--- src/rtl/serial_sub_pkg.sv ---
// Shared state encoding and width helpers for the bit-serial subtractor.
package serial_sub_pkg;

    typedef enum logic [1:0] {
        IDLE  = 2'd0,
        SHIFT = 2'd1,
        DONE  = 2'd2
    } state_e;

    // Bit-counter width: enough to count WIDTH bits, never narrower than one bit.
    function automatic int calc_cnt_w(input int width);
        int w;
        w = $clog2(width);
        return (w < 1) ? 1 : w;
    endfunction

endpackage

--- src/rtl/full_subtractor.sv ---
// Single-bit full subtractor cell: d = a - b - bi, borrow out on bo.
module full_subtractor (
    output logic d,
    output logic bo,
    input  logic a,
    input  logic b,
    input  logic bi
);

    assign d  = a ^ b ^ bi;
    assign bo = (~a & b) | (~(a ^ b) & bi);

endmodule

--- src/rtl/serial_subtractor.sv ---
// Bit-serial subtractor: one full_subtractor cell, one bit per clock, LSB first,
// with valid/ready handshakes on the operand and result sides.
module serial_subtractor
    import serial_sub_pkg::*;
#(
    parameter int WIDTH = 4
) (
    input  logic             clk,
    input  logic             rst,
    input  logic             in_valid,
    output logic             in_ready,
    input  logic [WIDTH-1:0] a,
    input  logic [WIDTH-1:0] b,
    input  logic             bi,
    output logic             out_valid,
    input  logic             out_ready,
    output logic [WIDTH-1:0] diff,
    output logic             bo,
    output logic             busy
);

    localparam int              CNT_W    = calc_cnt_w(WIDTH);
    localparam logic [CNT_W-1:0] LAST_CNT = CNT_W'(WIDTH - 1);

    state_e             state_r;
    state_e             state_s;
    logic [WIDTH-1:0]   a_sh_r;
    logic [WIDTH-1:0]   b_sh_r;
    logic [WIDTH-1:0]   diff_sh_r;
    logic [WIDTH-1:0]   diff_sh_s;
    logic [WIDTH-1:0]   diff_r;
    logic [CNT_W-1:0]   cnt_r;
    logic               br_r;
    logic               bo_r;
    logic               d_s;
    logic               bo_cell_s;
    logic               last_s;

    full_subtractor u_cell (
        .d  (d_s),
        .bo (bo_cell_s),
        .a  (a_sh_r[0]),
        .b  (b_sh_r[0]),
        .bi (br_r)
    );

    // Next-state decode for the IDLE -> SHIFT -> DONE sequence.
    always_comb begin
        state_s = state_r;
        case (state_r)
            IDLE: begin
                if (in_valid) state_s = SHIFT;
                else          state_s = IDLE;
            end
            SHIFT: begin
                if (last_s) state_s = DONE;
                else        state_s = SHIFT;
            end
            DONE: begin
                if (out_ready) state_s = IDLE;
                else           state_s = DONE;
            end
            default: state_s = IDLE;
        endcase
    end

    // Next result shift value (new difference bit enters at the MSB) and last-bit detect.
    always_comb begin
        diff_sh_s            = diff_sh_r >> 1;
        diff_sh_s[WIDTH-1]   = d_s;
        last_s               = (cnt_r == LAST_CNT);
    end

    // State register.
    always_ff @(posedge clk or posedge rst) begin
        if (rst) state_r <= IDLE;
        else     state_r <= state_s;
    end

    // Operand capture, bit-serial shifting and result latch.
    always_ff @(posedge clk or posedge rst) begin
        if (rst) begin
            a_sh_r    <= {WIDTH{1'b0}};
            b_sh_r    <= {WIDTH{1'b0}};
            diff_sh_r <= {WIDTH{1'b0}};
            diff_r    <= {WIDTH{1'b0}};
            cnt_r     <= {CNT_W{1'b0}};
            br_r      <= 1'b0;
            bo_r      <= 1'b0;
        end else begin
            case (state_r)
                IDLE: begin
                    if (in_valid) begin
                        a_sh_r <= a;
                        b_sh_r <= b;
                        br_r   <= bi;
                        cnt_r  <= {CNT_W{1'b0}};
                    end
                end
                SHIFT: begin
                    a_sh_r    <= a_sh_r >> 1;
                    b_sh_r    <= b_sh_r >> 1;
                    br_r      <= bo_cell_s;
                    diff_sh_r <= diff_sh_s;
                    cnt_r     <= cnt_r + CNT_W'(1);
                    if (last_s) begin
                        diff_r <= diff_sh_s;
                        bo_r   <= bo_cell_s;
                    end
                end
                default: begin
                    // DONE holds the presented result until the consumer takes it.
                end
            endcase
        end
    end

    assign in_ready  = (state_r == IDLE);
    assign out_valid = (state_r == DONE);
    assign busy      = (state_r == SHIFT) || (state_r == DONE);
    assign diff      = diff_r;
    assign bo        = bo_r;

endmodule

--- config.mk ---
export PLATFORM = sky130hd
export DESIGN_NAME = serial_subtractor
export DESIGN_NICKNAME = d
export VERILOG_FILES = /design/src/rtl/serial_sub_pkg.sv /design/src/rtl/full_subtractor.sv /design/src/rtl/serial_subtractor.sv
export SDC_FILE = /design/constraint.sdc
export NUM_CORES = 1
export LEC_CHECK = 0
export CORE_MARGIN = 2
export CORE_UTILIZATION = 49
export CTS_CLUSTER_SIZE = 25
export DETAILED_ROUTE_END_ITERATION = 10
export PLACE_DENSITY = 0.75
export SKIP_CTS_REPAIR_TIMING = 1
export SYNTH_ARGS = -nofsm -noshare
export SYNTH_HDL_FRONTEND = slang
export SYNTH_SLANG_ARGS = --single-unit
--- constraint.sdc ---
create_clock -name clk -period 1.9 [get_ports clk]
set_clock_uncertainty 0.1 [all_clocks]
set_input_delay 0.19 -clock clk [delete_from_list [all_inputs] [get_ports clk]]
set_output_delay 0.19 -clock clk [all_outputs]
set_load 0.005 [all_outputs]
; Word level (Yosys, flattened, before mapping)
; Cells that the tools add are included.
[op_classes]
bitwise_logic = 7
n_eq_ne = 4
n_addsub = 1
n_reduce_logical = 5
muxes = 12
[op_table]
columns = op, count
row1 = one-hot mux 4 bit (2 select lines), 2
row2 = 2-to-1 mux 4 bit, 2
row3 = 2-to-1 mux 2 bit, 3
row4 = one-hot mux 2 bit (3 select lines), 1
row5 = "== test 2 bit, second input constant", 2
row6 = one-hot mux 2 bit (2 select lines), 1
row7 = AND reduction 2 bit, 2
row8 = "adder 2 x 1 -> 2 bit, second input constant", 1
row9 = bitwise AND 1 bit, 2
row10 = "== test 2 x 1 -> 1 bit, second input constant", 1
row11 = logical NOT 2 bit, 1
row12 = 2-to-1 mux 1 bit, 2
row13 = "inequality test 2 bit, second input constant", 1
row14 = NOT 1 bit, 2
row15 = one-hot mux 1 bit (2 select lines), 1
row16 = nonzero test 2 bit, 1
row17 = XOR 1 bit, 2
row18 = logical OR 1 bit, 1
row19 = bitwise OR 1 bit, 1
[totals]
elab_cells = 37
input_bits = 13
out_inout_bits = 8
reg_bits = 22

; Logic depth before layout (Yosys ltp)
; Gate-level depths: netlist of the first run.
[logic_depth]
depth_word = 5
ltp_mapped = 6
mapped_depth_nobuf = 5

; By module
; Synthesis of the first run repeated with hierarchy kept, for this count alone.
[hier_totals]
hier_cells = 82
area_unflattened_um2 = 1061.0
[modules_own_cells]
columns = mod, area_each_um2, instances, cells_per_inst, seq_area_each_um2
row1 = serial_subtractor, 1029.7, 1, 78, 525.5
row2 = full_subtractor, 31.3, 1, 4, 0.0

; Worst setup path before layout of the first run
; OpenSTA, ideal clock, no wires.
[synth_timing]
kind = flip-flop to flip-flop
startpoint = reg state_r[0]
endpoint = reg a_sh_r[0]
arrival_ns = 1.410
synth_period_minus_slack_ns = 1.633
setup_time_ns = 0.123
required_time_ns = 1.677
stages_incl_launch_ff = 7
path_slack_ns = 0.267
n_path_buf = 1
path_cell_list = dfrtp_1 -> inv_1 -> ha_1 -> or2_1 -> and2_4 -> buf_6 -> o221a_1
[synth_between]
elab_chain_cells = 3
elab_cells_between_ends = 6
classes_between = eq/ne (2) / mux (1) / reduce/logical (3)
[synth_lines]
columns = item, line
row1 = from (decl), serial_subtractor.sv:25  ; state_e state_r;
row2 = from (signal assigned), serial_subtractor.sv:77  ; else state_r <= state_s;
row3 = logical NOT 2 bit *, n/a
row4 = net in_ready, serial_subtractor.sv:11  ; output logic in_ready,
row5 = inequality test 2 bit (no source line) / nonzero test 2 bit (equally long branches), n/a
row6 = AND reduction 2 bit (no source line), n/a
row7 = to (signal assigned), serial_subtractor.sv:83  ; a_sh_r <= {WIDTH{1'b0}};
row8 = to (signal assigned), serial_subtractor.sv:101  ; a_sh_r <= a_sh_r >> 1;
row9 = to (decl), serial_subtractor.sv:27  ; logic [WIDTH-1:0] a_sh_r;
; The timed path passes the listed nets; every way through them passes the cells marked *.
; A chain may end at the register's enable or synchronous reset.

; Final worst setup path of the first run
[layout_timing]
startpoint = reg state_r[0]
endpoint = reg a_sh_r[1]
[layout_between]
elab_chain_cells = 3
elab_cells_between_ends = 6
classes_between = eq/ne (2) / mux (1) / reduce/logical (3)
[layout_lines]
columns = item, line
row1 = == test 2 x 1 -> 1 bit / logical NOT 2 bit (equally long branches), serial_subtractor.sv:91  ; case (state_r)
row2 = nonzero test 2 bit (no source line) / inequality test 2 bit (equally long branches), n/a
row3 = AND reduction 2 bit (no source line), n/a
; Parallel ways exist; a longest one is shown, timed or not.

==> results_dict.tcl, run 1 <==
set metrics [dict create \
    syn-mean-instance-area_sq_um 12.76 \
    dieArea_sq_um 2379 \
    startpoint_type "register" \
    setup_ws_ns 0.03494 \
    drc 0 \
    power_frac_seq 0.388 \
    clkSlewWorstSetupHoldPaths_ns 0.13 \
    antenna_found_initial 0 \
    synth-compound-area-share 0.1223 \
    combPwrFrac 0.504 \
    ioPinCount 21 \
    synth_cells 77 \
    multi_input_area_sq_um 434.2 \
    crit_path_max_fanout 14 \
    max_stage_delay_ns 0.45 \
    worstMarginPinSlew_ns 0.3979 \
    wire_per_inst_microns 13.82 \
    row_count 16 \
    initialDrtViolationCount 7 \
    crit_chain "buf_4 -> ha_1 -> or2_1 -> and2_4 -> o221a_1" \
    max-clock-path-buffers 2 \
    crit_slowest_cell "dfrtp_1" \
    clock.fmax_ghz 0.5362 \
    dpl_worst_slack_ns 0.2040 \
    n_fill_cell 164 \
    grt_pass1_vias 672 \
    ant_nets 0 \
    synth-simple-area-share 0.1197 \
    grtUsageTotal 0.1661 \
    diodes 0 \
    max_slew_margin 0.7347 \
    clock_latency_ns 0.31 \
    grt_overflow_total 0 \
    syn_to_final_growth_pct 29.30 \
    drive_gt1_frac 0.1456 \
    swShare 0.3463 \
    vias 676 \
    status "complete, no violations" \
    finalSetupViolCount 0 \
    hpwl_mm 1.303 \
    hold_viol 0 \
    power_mw 2.058 \
    p_per_area_nw_per_um2 1621 \
    p_switching_mw 0.7128 \
    synthMuxAreaShare 0.09045 \
    layout_commonest_cell "dfrtp_1" \
    die_w_microns 48.77 \
    netlist_area_sq_um 982.2 \
    leakage_nw 0.5539 \
    setup.worst_path.class "reg2reg" \
    critPathRequiredTime_ns 2.01 \
    critPathTopFamily "simple AND/OR/NAND/NOR gates" \
    yosys_warnings 0 \
    fp.dieH_microns 48.77 \
    numClockSinks 21 \
    synth_seq_cells 21 \
    peakVddDrop_v 0.0009578 \
    core_area_sq_um 1922 \
    synth-xor-area-share 0 \
    r2r_slack_ns 0.03 \
    grt_pass1_wl_mm 2.994 \
    internal-power_mw 1.346 \
    htreeDepth 1 \
    gp_congestion 0.7251 \
    seqCellArea_sq_um 525.5 \
    cts_made_buffers 3 \
    grt_max_degree 22 \
    synthAdderAreaFrac 0.09682 \
    fin_crit_ns 1.865 \
    cts_tree "built" \
    start_util 0.5111 \
    root_buffer "clkbuf_4" \
    crit_path_end_kind "register" \
    drt-vias-per-instance 5.200 \
    wirelength_mm 1.797 \
    layout.nets 124 \
    cap_violations 0 \
    dr.pass1.iters 4 \
    crit_arrival_ns 1.97 \
    synth_nets 97 \
    synth_top_family_by_area "compound AO/OA/AOI/OAI gates" \
    fin_crit_sh 0.9816 \
    ys_types 24 \
    hold_class "in2async" \
    holdWs_ns 0.09774 \
    pwr-share-clk 0.108 \
    port_buffers 20 \
    ys_seq_area_frac 0.5350 \
    drv_slew 0 \
    final_cell_mix "dfrtp_1, clkdlybuf4s50_1, or3_1, o221a_1, ha_1" \
    crit_buf_inv 1 \
]
[final timing paths]
path,start,end,cells past startpoint
min reg2reg,bo,bo,2
max in group asynchronous,rst,b_sh_r[3],3
max,state_r[0],a_sh_r[1],5
min in group clk,bo,bo,2
min,rst,bo,3
max reg2reg,state_r[0],a_sh_r[1],5
[per-stage QoR]
stage | instances | utilization | TNS, ns | cell area [sq um]
floorplan | 77 | - | 0 | 982.2
global placement | 123 | 0.6283 | 0 | 1207
detailed placement | 123 | 0.6283 | 0 | 1207
CTS | 127 | 0.6426 | -0.03698 | 1235
global route | 130 | 0.6608 | -0.05243 | 1270
finish | 130 | 0.6608 | 0 | 1270
[layout make-up]
class | instances | share of cell area
clock buffers | 3 | 0.01773
repair buffers | 24 | 0.1813
multi-input cells | 49 | 0.3419
inverters | 5 | 0.01478
flip-flops and latches | 21 | 0.4138
well taps | 27 | 0.02660
clock inverters | 1 | 0.003941
[power by group through the flow]
stage	Clock (mW)	Sequential (mW)	Combinational [mW]
final	0.222	0.799	1.04
after global routing	0.243	0.833	1.14
after CTS	0.224	0.801	0.969
after detailed placement	0	0.813	0.966
after global placement	0	0.800	0.929
after floorplan	0	0.782	0.677
[synth_stat cells]
| library cell | instances | area, sq um |
|---|---|---|
| nor2_1 | 1 | 3.750 |
| dfrtp_1 | 21 | 525.5 |
| nor3_1 | 1 | 5.000 |
| and3_1 | 1 | 6.260 |
| or2_1 | 1 | 6.260 |
| nor4bb_1 | 1 | 10.01 |
| ha_1 | 6 | 75.07 |
| o221a_1 | 6 | 67.56 |
| or3_1 | 6 | 37.54 |
| nand2_1 | 4 | 15.01 |
| mux2_1 | 4 | 45.04 |
| mux2_2 | 3 | 33.78 |
| a32o_1 | 1 | 10.01 |
| and2_4 | 1 | 8.760 |
| nand2b_1 | 3 | 18.77 |
| o21ai_0 | 2 | 10.01 |
| a22o_1 | 2 | 17.52 |
| a21oi_1 | 3 | 15.01 |
| inv_1 | 5 | 18.77 |
| fa_1 | 1 | 20.02 |
| buf_2 | 1 | 5.000 |
| mux2i_1 | 1 | 10.01 |
| buf_6 | 1 | 11.26 |
| nand2_2 | 1 | 6.260 |
[cells by family (layout without fill, tap and decap cells)]
group	Yosys count	in the layout
adders and majority gates	7	7
DFF	21	21
and+or+nand+nor	20	20
buffers and inverters	7	33
muxes	8	8
AOI/OAI and AO/OA	14	14
[sequential cells by signal (all words and copies together) (netlist names)]
register,count
a_sh_r,4
b_sh_r,4
bo,1
br_r,1
cnt_r,2
diff,4
diff_sh_r,3
state_r,2
[worst register-to-register path, delay by kind of cell, from the launching register on]
| kind | cells | cell delay [ns] |
|---|---|---|
| buffers and inverters | 1 | 0.15 |
| and+or+nand+nor | 2 | 0.49 |
| DFF | 1 | 0.45 |
| AOI/OAI and AO/OA | 1 | 0.25 |
| adders and majority gates | 1 | 0.33 |
[metal layers]
layer  wire, microns  up-vias  global-route usage  part of all wire
met2             910       12              0.2694              0.51
met3              60        2             0.02147             0.033
met5               0        -                   0                 0
met4              14        0             0.07143            0.0078
li1                -      331                   -                 -
met1             811      331              0.2257              0.45
(Power assumes the default switching activity.)
==> run 2: changes to the inputs <==
--- a/config.mk
+++ b/config.mk
@@ -5,11 +5,11 @@
 export SDC_FILE = /design/constraint.sdc
 export NUM_CORES = 1
 export LEC_CHECK = 0
-export CORE_MARGIN = 2
-export CORE_UTILIZATION = 49
+export CORE_UTILIZATION = 51
+export CTS_BUF_LIST = sky130_fd_sc_hd__clkbuf_4
 export CTS_CLUSTER_SIZE = 25
 export DETAILED_ROUTE_END_ITERATION = 10
-export PLACE_DENSITY = 0.75
+export PLACE_DENSITY = 0.78
 export SKIP_CTS_REPAIR_TIMING = 1
 export SYNTH_ARGS = -nofsm -noshare
 export SYNTH_HDL_FRONTEND = slang
==> run 2 against run 1 <==
  * Hold slack better by 0.00098 ns
  * Count of clock-buffer cells in the layout stayed put
  * Critical path depth is 2 lower
  * Non-clock buffer count is 2 lower
  * Die area is 11% lower
  * Utilization is 4.9 points higher
  * Sequential cell count stayed put
  * Combinational power is 4% lower
  * Fmax is 2.1% higher
  * Sequential power hardly changed
  * Largest cell class unchanged
==> results_dict.tcl, run 2 (synthesized netlist as in run 1, its figures left out) <==
set metrics [dict create \
    root_buffer "clkbuf_4" \
    fin_crit_ns 1.827 \
    internal-power_mw 1.325 \
    clkSlewWorstSetupHoldPaths_ns 0.11 \
    drc 0 \
    drv_slew 0 \
    dp_cells 121 \
    combPwrFrac 0.498 \
    row_count 15 \
    peakVddDrop_v 0.001191 \
    wirelength_mm 1.591 \
    die_w_microns 45.89 \
    drive_gt1_frac 0.1287 \
    swShare 0.3392 \
    hold_class "in2async" \
    fp.dieH_microns 45.89 \
    grtUsageTotal 0.1872 \
    crit_path_max_fanout 3 \
    leakage_nw 0.5438 \
    power_frac_seq 0.399 \
    htreeDepth 1 \
    ioPinCount 21 \
    cts_made_buffers 3 \
    ant_nets 0 \
    grt_pass1_vias 661 \
    pwr-share-clk 0.104 \
    crit_path_end_kind "primary output" \
    tns_ns 0 \
    fin_util 0.7099 \
    antenna_found_initial 0 \
    vias 658 \
    hold_viol 0 \
    fin_crit_sh 0.9617 \
    hpwl_mm 1.257 \
    clock_latency_ns 0.30 \
    critPathRequiredTime_ns 1.61 \
    gp_congestion 0.7518 \
    cap_violations 0 \
    core_area_sq_um 1764 \
    crit_arrival_ns 1.54 \
    fin_cells 126 \
    grt_pass1_wl_mm 2.697 \
    n_fill_cell 130 \
    initialDrtViolationCount 5 \
    start_util 0.5567 \
    dr.pass1.iters 3 \
    grt_max_degree 22 \
    setup.worst_path.class "reg2out" \
    numClockSinks 21 \
    status "complete, no violations" \
    max-clock-path-buffers 2 \
    layout.nets 122 \
    drt-vias-per-instance 5.222 \
    p_per_area_nw_per_um2 1601 \
    startpoint_type "register" \
    clock.fmax_ghz 0.5473 \
    finalSetupViolCount 0 \
    grt_overflow_total 0 \
    cts_tree "built" \
    worstMarginPinSlew_ns 0.3747 \
    dieArea_sq_um 2105 \
    max_slew_margin 0.7502 \
    rsz0062_at_grt "no" \
    port_buffers 20 \
    syn_to_final_growth_pct 27.52 \
    r2r_cells 5 \
    final_cell_mix "dfrtp_1, clkdlybuf4s50_1, or3_1, o221a_1, ha_1" \
    wire_per_inst_microns 12.63 \
    diodes 0 \
    layout_commonest_cell "dfrtp_1" \
    p_switching_mw 0.6803 \
]
==> run 2: layer usage <==
layer / vias up / routed length [microns] / track usage
met4: 0 / 7 / 0.05294
met2: 14 / 790 / 0.3099
met5: - / 0 / 0
met3: 2 / 75 / 0.07540
met1: 319 / 717 / 0.2231
li1: 323 / - / -
==> run 2: stage by stage <==
step	power, mW	cell area (sq um)	worst slack [ns]	hold WS, ns
final	2.005	1252	0.07273	0.09871
after global routing	2.187	1252	0.006410	0.1257
after CTS	1.986	1232	-0.02806	0.1079
after detailed placement	1.778	1205	0.1962	0.3809
after global placement	1.729	1205	0.2364	0.3629
after floorplan	1.459	982.2	0.2675	0.06653
==> run 2: layout make-up <==
type | count | area [sq um] | share of cell area
repair buffers | 22 | 215.2 | 0.1718
multi-input cells | 49 | 434.2 | 0.3467
clock buffers | 3 | 22.52 | 0.01798
well taps | 25 | 31.28 | 0.02498
flip-flops and latches | 21 | 525.5 | 0.4196
clock inverters | 1 | 5.005 | 0.003996
inverters | 5 | 18.77 | 0.01499
==> run 2: worst max-delay path: stages, from the launching register on <==
cell and delay, ns:
dfrtp_1 0.39, inv_1 0.10, ha_4 0.27, clkdlybuf4s50_1 0.49
==> run 2: path summary, 6_finish.rpt <==
check / from / endpoint / slack [ns]
max in group asynchronous: rst / state_r[1] / 1.39
worst max register to register: state_r[1] / a_sh_r[2] / 0.16
min in group clk: b[3] / b_sh_r[3] / 0.40
worst min register to register: diff[2] / diff[2] / 0.40
worst min-delay path: rst / bo / 0.1
worst max-delay path: state_r[1] / busy / 0.07
==> run 2: power by group through the flow <==
stage | Sequential (mW) | Clock (mW) | Combinational [mW]
5_1_grt | 0.827 | 0.241 | 1.12
3_3_place_gp | 0.797 | 0 | 0.932
2_1_floorplan | 0.782 | 0 | 0.677
3_5_place_dp | 0.811 | 0 | 0.967
4_1_cts | 0.800 | 0.219 | 0.967
6_report | 0.800 | 0.208 | 0.998
